### config.mk
export PLATFORM = sky130hd
export DESIGN_NAME = ram_access_unit
export DESIGN_NICKNAME = d
export VERILOG_FILES = /design/src/rtl/ram_access_unit.sv
export SDC_FILE = /design/constraint.sdc
export NUM_CORES = 1
export LEC_CHECK = 0
export ABC_AREA = 1
export CAP_MARGIN = 20
export CORE_ASPECT_RATIO = 1.4
export CORE_MARGIN = 1.5
export CORE_UTILIZATION = 40
export CTS_CLUSTER_SIZE = 24
export DETAILED_ROUTE_END_ITERATION = 6
export DONT_BUFFER_PORTS = 1
export SYNTH_ARGS = -nofsm -noshare
export SYNTH_HDL_FRONTEND = slang
export SYNTH_SLANG_ARGS = --single-unit
### constraint.sdc
create_clock -name clk -period 1.5 [get_ports clk]
set_input_delay 0.3 -clock clk [delete_from_list [all_inputs] [get_ports clk]]
set_output_delay 0.3 -clock clk [all_outputs]
set_load 0.01 [all_outputs]
### src/rtl/ram_access_unit.sv
// Load/store front end for a word-wide RAM with byte-lane write mask.
// Optional misaligned-access rejection: define RAM_ACCESS_MISALIGN_ERR_EN.
module ram_access_unit #(
  parameter int ADDR_BITS = 10
) (
  input  logic                 clk,
  input  logic                 rst,
  input  logic                 req_valid,
  output logic                 req_ready,
  input  logic                 req_wr,
  input  logic [1:0]           req_size,
  input  logic                 req_signed,
  input  logic [31:0]          req_addr,
  input  logic [31:0]          req_wdata,
  output logic                 resp_valid,
  input  logic                 resp_ready,
  output logic [31:0]          resp_rdata,
  output logic                 resp_err,
  output logic                 ram_wr,
  output logic [3:0]           ram_wr_mask,
  output logic [ADDR_BITS-1:0] ram_addr,
  output logic [31:0]          ram_data_in,
  input  logic [31:0]          ram_data_out
);

  typedef enum logic [1:0] {
    IDLE,
    READ_WAIT,
    RESP
  } state_t;

  state_t state;
  state_t state_nx;

  logic [ADDR_BITS-1:0] cap_addr;
  logic [1:0]           cap_size;
  logic [1:0]           cap_off;
  logic                 cap_signed;

  logic [1:0]  eff_size;
  logic [1:0]  off;
  logic        mis_err;
  logic        accept;
  logic [31:0] shifted;
  logic [31:0] load_val;
  logic        unused_addr;

  assign unused_addr = ^req_addr[31:ADDR_BITS+2];

  assign req_ready  = (state == IDLE);
  assign resp_valid = (state == RESP);
  assign accept     = req_ready && req_valid;

  // Size/offset decode; offsets are always aligned down to the access size.
  always_comb begin
    eff_size = (req_size == 2'b11) ? 2'b10 : req_size;
    off      = req_addr[1:0];
    mis_err  = 1'b0;
    unique case (1'b1)
      eff_size == 2'b01: off = {req_addr[1], 1'b0};
      eff_size == 2'b10: off = 2'b00;
      default:           off = req_addr[1:0];
    endcase
`ifdef RAM_ACCESS_MISALIGN_ERR_EN
    mis_err = (req_size == 2'b11) ||
              (req_size == 2'b01 && req_addr[0]) ||
              (req_size == 2'b10 && req_addr[1:0] != 2'b00);
`else
    mis_err = 1'b0;
`endif
  end

  // Store lane replication and byte mask.
  always_comb begin
    ram_wr_mask = 4'b1111;
    ram_data_in = req_wdata;
    unique case (1'b1)
      eff_size == 2'b00: begin
        ram_wr_mask = 4'b0001 << off;
        ram_data_in = {4{req_wdata[7:0]}};
      end
      eff_size == 2'b01: begin
        ram_wr_mask = 4'b0011 << off;
        ram_data_in = {2{req_wdata[15:0]}};
      end
      default: begin
        ram_wr_mask = 4'b1111;
        ram_data_in = req_wdata;
      end
    endcase
  end

  // RAM port: address follows the request while idle, write only on accept.
  always_comb begin
    ram_addr = cap_addr;
    if (state == IDLE) begin
      ram_addr = req_addr[ADDR_BITS+1:2];
    end
    ram_wr = accept && req_wr && !mis_err && !rst;
  end

  // Lane select and extension of the registered RAM read.
  always_comb begin
    shifted  = ram_data_out >> {cap_off, 3'b000};
    load_val = shifted;
    unique case (1'b1)
      cap_size == 2'b00:
        load_val = {{24{cap_signed & shifted[7]}}, shifted[7:0]};
      cap_size == 2'b01:
        load_val = {{16{cap_signed & shifted[15]}}, shifted[15:0]};
      default:
        load_val = shifted;
    endcase
  end

  // Next-state logic.
  always_comb begin
    state_nx = state;
    unique case (state)
      IDLE: begin
        if (accept) begin
          state_nx = (req_wr || mis_err) ? RESP : READ_WAIT;
        end
      end
      READ_WAIT: state_nx = RESP;
      RESP: begin
        if (resp_ready) begin
          state_nx = IDLE;
        end
      end
      default: state_nx = IDLE;
    endcase
  end

  // State register.
  always_ff @(posedge clk or posedge rst) begin
    if (rst) begin
      state <= IDLE;
    end else begin
      state <= state_nx;
    end
  end

  // Capture the accepted request for the read completion cycle.
  always_ff @(posedge clk or posedge rst) begin
    if (rst) begin
      cap_addr   <= '0;
      cap_size   <= 2'b00;
      cap_off    <= 2'b00;
      cap_signed <= 1'b0;
    end else if (accept) begin
      cap_addr   <= req_addr[ADDR_BITS+1:2];
      cap_size   <= eff_size;
      cap_off    <= off;
      cap_signed <= req_signed;
    end
  end

  // Response payload: zero for stores/errors, extended data for loads.
  always_ff @(posedge clk or posedge rst) begin
    if (rst) begin
      resp_rdata <= '0;
      resp_err   <= 1'b0;
    end else if (accept) begin
      resp_rdata <= '0;
      resp_err   <= mis_err;
    end else if (state == READ_WAIT) begin
      resp_rdata <= load_val;
      resp_err   <= 1'b0;
    end
  end

endmodule

# After elaboration in Yosys (flattened, before gate mapping)
# Index checks and enable logic that the tools add are counted.
totals:
  output_inout_bits: 82
  regBits: 50
  word_cells: 43
  inputBits: 104
classes:
  muxes: 14
  n_bitwise: 2
  shifts: 3
  n_reduce_logical: 9
  n_eq_ne: 8
ops:
  columns: ["op", "count"]
  rows:
  - ["32-bit case mux with 2 select lines", 2]
  - ["32-bit 2-to-1 mux", 2]
  - ["32-bit by 5-bit right shift with 32-bit output", 1]
  - ["10-bit 2-to-1 mux", 1]
  - ["2-bit 2-to-1 mux", 4]
  - ["4-bit case mux with 2 select lines", 1]
  - ["2-bit by 1-bit equality test with 1-bit output, second input constant", 3]
  - ["2-bit equality test, second input constant", 3]
  - ["2-bit logical NOT", 3]
  - ["2-bit case mux with 3 select lines", 1]
  - ["2-bit by 1-bit inequality test with 1-bit output, second input constant", 2]
  - ["2-bit case mux with 2 select lines", 1]
  - ["1-bit by 2-bit left shift with 4-bit output, first input constant", 1]
  - ["2-bit by 2-bit left shift with 4-bit output, first input constant", 1]
  - ["1-bit logical AND", 3]
  - ["1-bit AND", 2]
  - ["1-bit 2-to-1 mux", 2]
  - ["2-bit AND reduction", 1]
  - ["2-bit nonzero test", 1]
  - ["1-bit logical NOT", 1]

# Logic depth before layout (Yosys ltp)
# Gate-level depths: netlist of run 1.
logic_depth:
  ltp_word: 6
  depth_mapped: 10
  ltp_nobuf: 7

# Worst setup path before layout of run 1
# No wires, ideal clock.
synth_timing:
  kind: "reg2out"
  startpoint: "register state[1]"
  endpoint: "output ram_wr"
  path_slack_ns: 0.023
  stages_incl_launch_ff: 7
  t_arrival_ns: 1.177
  path_cell_list: "dfrtp_1 > nor2_2 > nand2_2 > inv_2 > buf_2 > nand2_1 > nor2_1"
synth_via:
  elab_chain_cells: 4
synth_rtl:
  columns: ["item", "line", "rtl"]
  rows:
  - ["start: declaration", "32", "state_t state;"]
  - ["start signal: assignment", "140", "state <= state_nx;"]
  - ["2-bit logical NOT", "50", "assign req_ready = (state == IDLE);"]
  - ["1-bit logical AND", "52", "assign accept = req_ready && req_valid;"]
  - ["1-bit logical AND (2 in series)", "99", "ram_wr = accept && req_wr && !mis_err && !rst;"]
  - ["end: declaration", "19", "output logic ram_wr,"]
# No other way between the ends.

# Worst setup path after layout of run 1
layout_timing:
  startpoint: "register state[1]"
  endpoint: "output ram_addr[3]"
layout_via:
  elab_chain_cells: 2
layout_rtl:
  columns: ["item", "line", "rtl"]
  rows:
  - ["2-bit logical NOT", "96", "if (state == IDLE) begin"]
  - ["10-bit 2-to-1 mux", "96", null]
  - ["end: declaration", "21", "output logic [ADDR_BITS-1:0] ram_addr,"]
# No other way between the ends.

==> results of run 1 <==
synth_stat cells, drive strengths merged:
library cell  number
a21oi             32
buf               31
clkbuf             5
conb               1
dfrtp             49
inv               31
nand2            254
nand3             36
nor2              11
o211ai             4
o21ai             36
cell usage in the layout, fill, tap and decap left out, drive strengths merged:
master / Yosys / layout
a21oi: 32 / 32
buf: 31 / 19
nand2: 254 / 254
inv: 31 / 32
o211ai: 4 / 4
nor2: 11 / 11
nand3: 36 / 37
clkinv: 0 / 1
o21ai: 36 / 36
dfrtp: 49 / 49
conb: 1 / 1
clkbuf: 5 / 6
dlygate4sd3: 0 / 1
power groups by stage:
stage / Clock, W / Combinational (W) / Sequential, W
final: 0.000801 / 0.00187 / 0.00198
after global routing: 0.000886 / 0.00212 / 0.00203
after CTS: 0.000837 / 0.00185 / 0.00199
after detailed placement: 0 / 0.00181 / 0.00201
after global placement: 0 / 0.00178 / 0.00201
after floorplan: 0 / 0.00158 / 0.00191
registers in the layout, summed over array words and instances, names as in the netlist:
name        flops
resp_rdata     32
cap_addr       10
cap_signed      1
cap_size        2
state           2
cap_off         2
worst reg2reg max path: cells and delay by family, from the launching register on:
kind / cells / cell delay, ns
AND/OR/NAND/NOR: 6 / 0.79
buffers and inverters: 1 / 0.13
flip-flops: 1 / 0.45
per-stage QoR:
stage	instances	instance area [um2]
after floorplan	490	3280
after global placement	570	3340
after detailed placement	570	3340
after CTS	581	3470
after global routing	583	3490
final	583	3490
cells by family (layout without fill, tap and decap cells):
kind of cell / after synthesis / after routing
other cells: 1 / 1
flops: 49 / 49
simple gates: 301 / 302
buf+inv: 67 / 59
compound gates: 72 / 72
per-layer routing:
layer | vias to the layer above | global-route usage (%)
met4 | 0 | 6.27
met1 | 1398 | 21.5
met3 | 12 | 5.51
met5 | - | 0
li1 | 1510 | -
met2 | 145 | 38.9
timing repair:
| item | CTS | global route |
|---|---|---|
| buffers inserted | 2 | 1 |
| setup endpoints to repair | 11 | 18 |
| pin swaps | 0 | 2 |
| resized for setup | 5 | 1 |
| hold buffers | 1 | 0 |
| cloned | 0 | 1 |
| endpoints found under the hold margin | 19 | 0 |
area by class of cell:
| type | count | area, um2 | share of cell area (%) |
|---|---|---|---|
| Sequential cell | 49 | 1230 | 35.1 |
| Inverter | 31 | 129 | 3.69 |
| Clock inverter | 2 | 13.8 | 0.394 |
| Tap cell | 100 | 125 | 3.58 |
| Multi-Input combinational cell | 375 | 1710 | 49.0 |
| Timing Repair Buffer | 20 | 215 | 6.16 |
| Clock buffer | 6 | 72.6 | 2.08 |
worst paths after layout:
check / from / end
setup reg to reg: cap_off[0]$_DFFE_PP0P_ / resp_rdata[23]$_DFFE_PP0P_
max in group asynchronous: rst / resp_rdata[10]$_DFFE_PP0P_
hold reg to reg: cap_addr[7]$_DFFE_PP0P_ / cap_addr[7]$_DFFE_PP0P_
min in group asynchronous: rst / cap_addr[4]$_DFFE_PP0P_
hold / removal: req_wr / state[0]$_DFFE_PP0P_
setup / recovery: state[1]$_DFFE_PP0P_ / ram_addr[3]
==> results.md, run 1 <==
* Met2 wire len at 4750 um
* Ys Warns at 0
* Total gr overflow at 0
* TritonRoute pass-1 iters at 4
* Post-synthesis adder-cell area fraction at 0%
* FF+latch count, synth at 49
* Synth Area in Compound Gates at around 11%
* WP data required at ~1.2 ns
* Wire length on met1 at ~3300 um
* TritonCTS Buffers at 5
* Clk_skew at about 0.013 ns
* DRT antenna net count at 0
* Row cnt at 38
* F_max at between 0.6 and 0.7 GHz
* Routed length per instance at ~15 um
* Ratio of cells with drive above 1 in the final layout at 14.7%
* Endpoints failing setup at 11
* Leak at between 1.5 and 2 nW
* GR Util All Layers at between 20% and 30%
* Routed vias/inst at 5.26
* Ports at roughly 190
* R2r worst-path depth at 7
* Place WS at 0.0860 ns
* Tot Pwr at approximately 0.0047 W
* Synth top area share at a little under two fifths
* CP max FO at 21
* Fillers at between 800 and 900
* Nets at approximately 590
* Int Power at about 0.0026 W
* Synth top area cells: dfrtp_1 37%, nand2_1 26%, nand3_1 4.9%
* VDD IR max at 0.000582 V
* Worst-Skew Late Latency at 0.30 ns
* Slowest-stage cell, CP: dfrtp_1
* Largest family of logic cells by synthesized area: simple AND/OR/NAND/NOR gates
* Max layer used: met4
* Comb power frac at about two fifths
* Failing checks: setup timing
* Crit path DAT at between 1 and 1.5 ns
* Core area at between 7000 and 8000 um2
* Total number of vias at 3,065
* Final Hold Fails at 0
* Starting Density at 41.8%
* Final Slew Violations at 0
* Mapped Avg Cell Area at around 6.7 um2
* Remaining DRCs at 0
* Post-synthesis sequential area ratio at 37.4%
* CTS tree: done
* Die Ht at 110 um
* Post-route worst setup slack at -0.114 ns
* Antenna Cells at 0
* CP Class: reg2out
* Sw frac at 43.5%
* Tcrit/Tclk final at 108%
* Sequential group share of total power at roughly 43%
* Post-synthesis mux area share at 0%
* HP Class: in2reg
* Post-Syn Instances at ~500
* Setup slack, reg-to-reg at approximately 0.1 ns
* Fin Setup TNS at -0.597 ns
* Vias in the first global route at around 2.9k
* Gpl congestion at 0.830
* First-pass GRT wire length at 13,900 um
* Die X-Extent at just under 80 um
* Clock transition at the registers of the reported paths at roughly 0.10 ns
* Pwr Density at around 1300 nW/um2
* Cell accounting for the most synthesized area: dfrtp_1
* Die Footprint at about 9000 um2
* Fin util at between 40 and 50%
* Initial antenna violation count at 0
* Initial DRC count at approximately 210
* CP delay by family, top: flip-flops
* RSZ-0062 raised after global routing: yes
* CP Launch Type: register
* Hold WS at between 0.04 and 0.05 ns
* Post-Syn Nets at 594
* Minimum clock period after layout at between 1.5 and 2 ns
* CP max stage delay at between 0.4 and 0.5 ns
* Hold Path Depth at 1
* Clk root buf: clkbuf_8
* Xor/xnor share of the synthesized area at 0%
* # H-tree levels at 2
* Maximum root-to-sink buffer count at 2
* Status: complete, but fails checks
* Switching power at 0.00202 W
* Critical-path cell list: nor2_4, buf_12, nand2_1, o21ai_1, buf_4
* Worst Setup End Kind: primary output
* PortBufs at 0
* Critical path depth at 5
* Post-Synth Simple-Gate Area at between 30% and 40%
* Clk pwr share at 17.2%
* HPWL Detailed at approximately 6700 um
* Synth cell types at 26
* Layout area overhead at 6.68%
* Synth Cell Area at 3280 um2
* CP Buf/Inv Count at 2
* Max-cap viol count at 0
* Largest net degree at the start of global routing at 36
* Drt total wl at a little under 9000 um
* WL met3 at around 790 um
* Clk sink count at 49
Note: power is estimated with default switching activity, not from simulation.
==> run 2: changes to the inputs <==
--- a/config.mk
+++ b/config.mk
@@ -6,7 +6,7 @@
 export NUM_CORES = 1
 export LEC_CHECK = 0
 export ABC_AREA = 1
-export CAP_MARGIN = 20
+export CAP_MARGIN = 5
 export CORE_ASPECT_RATIO = 1.4
 export CORE_MARGIN = 1.5
 export CORE_UTILIZATION = 40
==> results of run 2 <==
Final layout, timing and power as in run 1 (identical DEF).
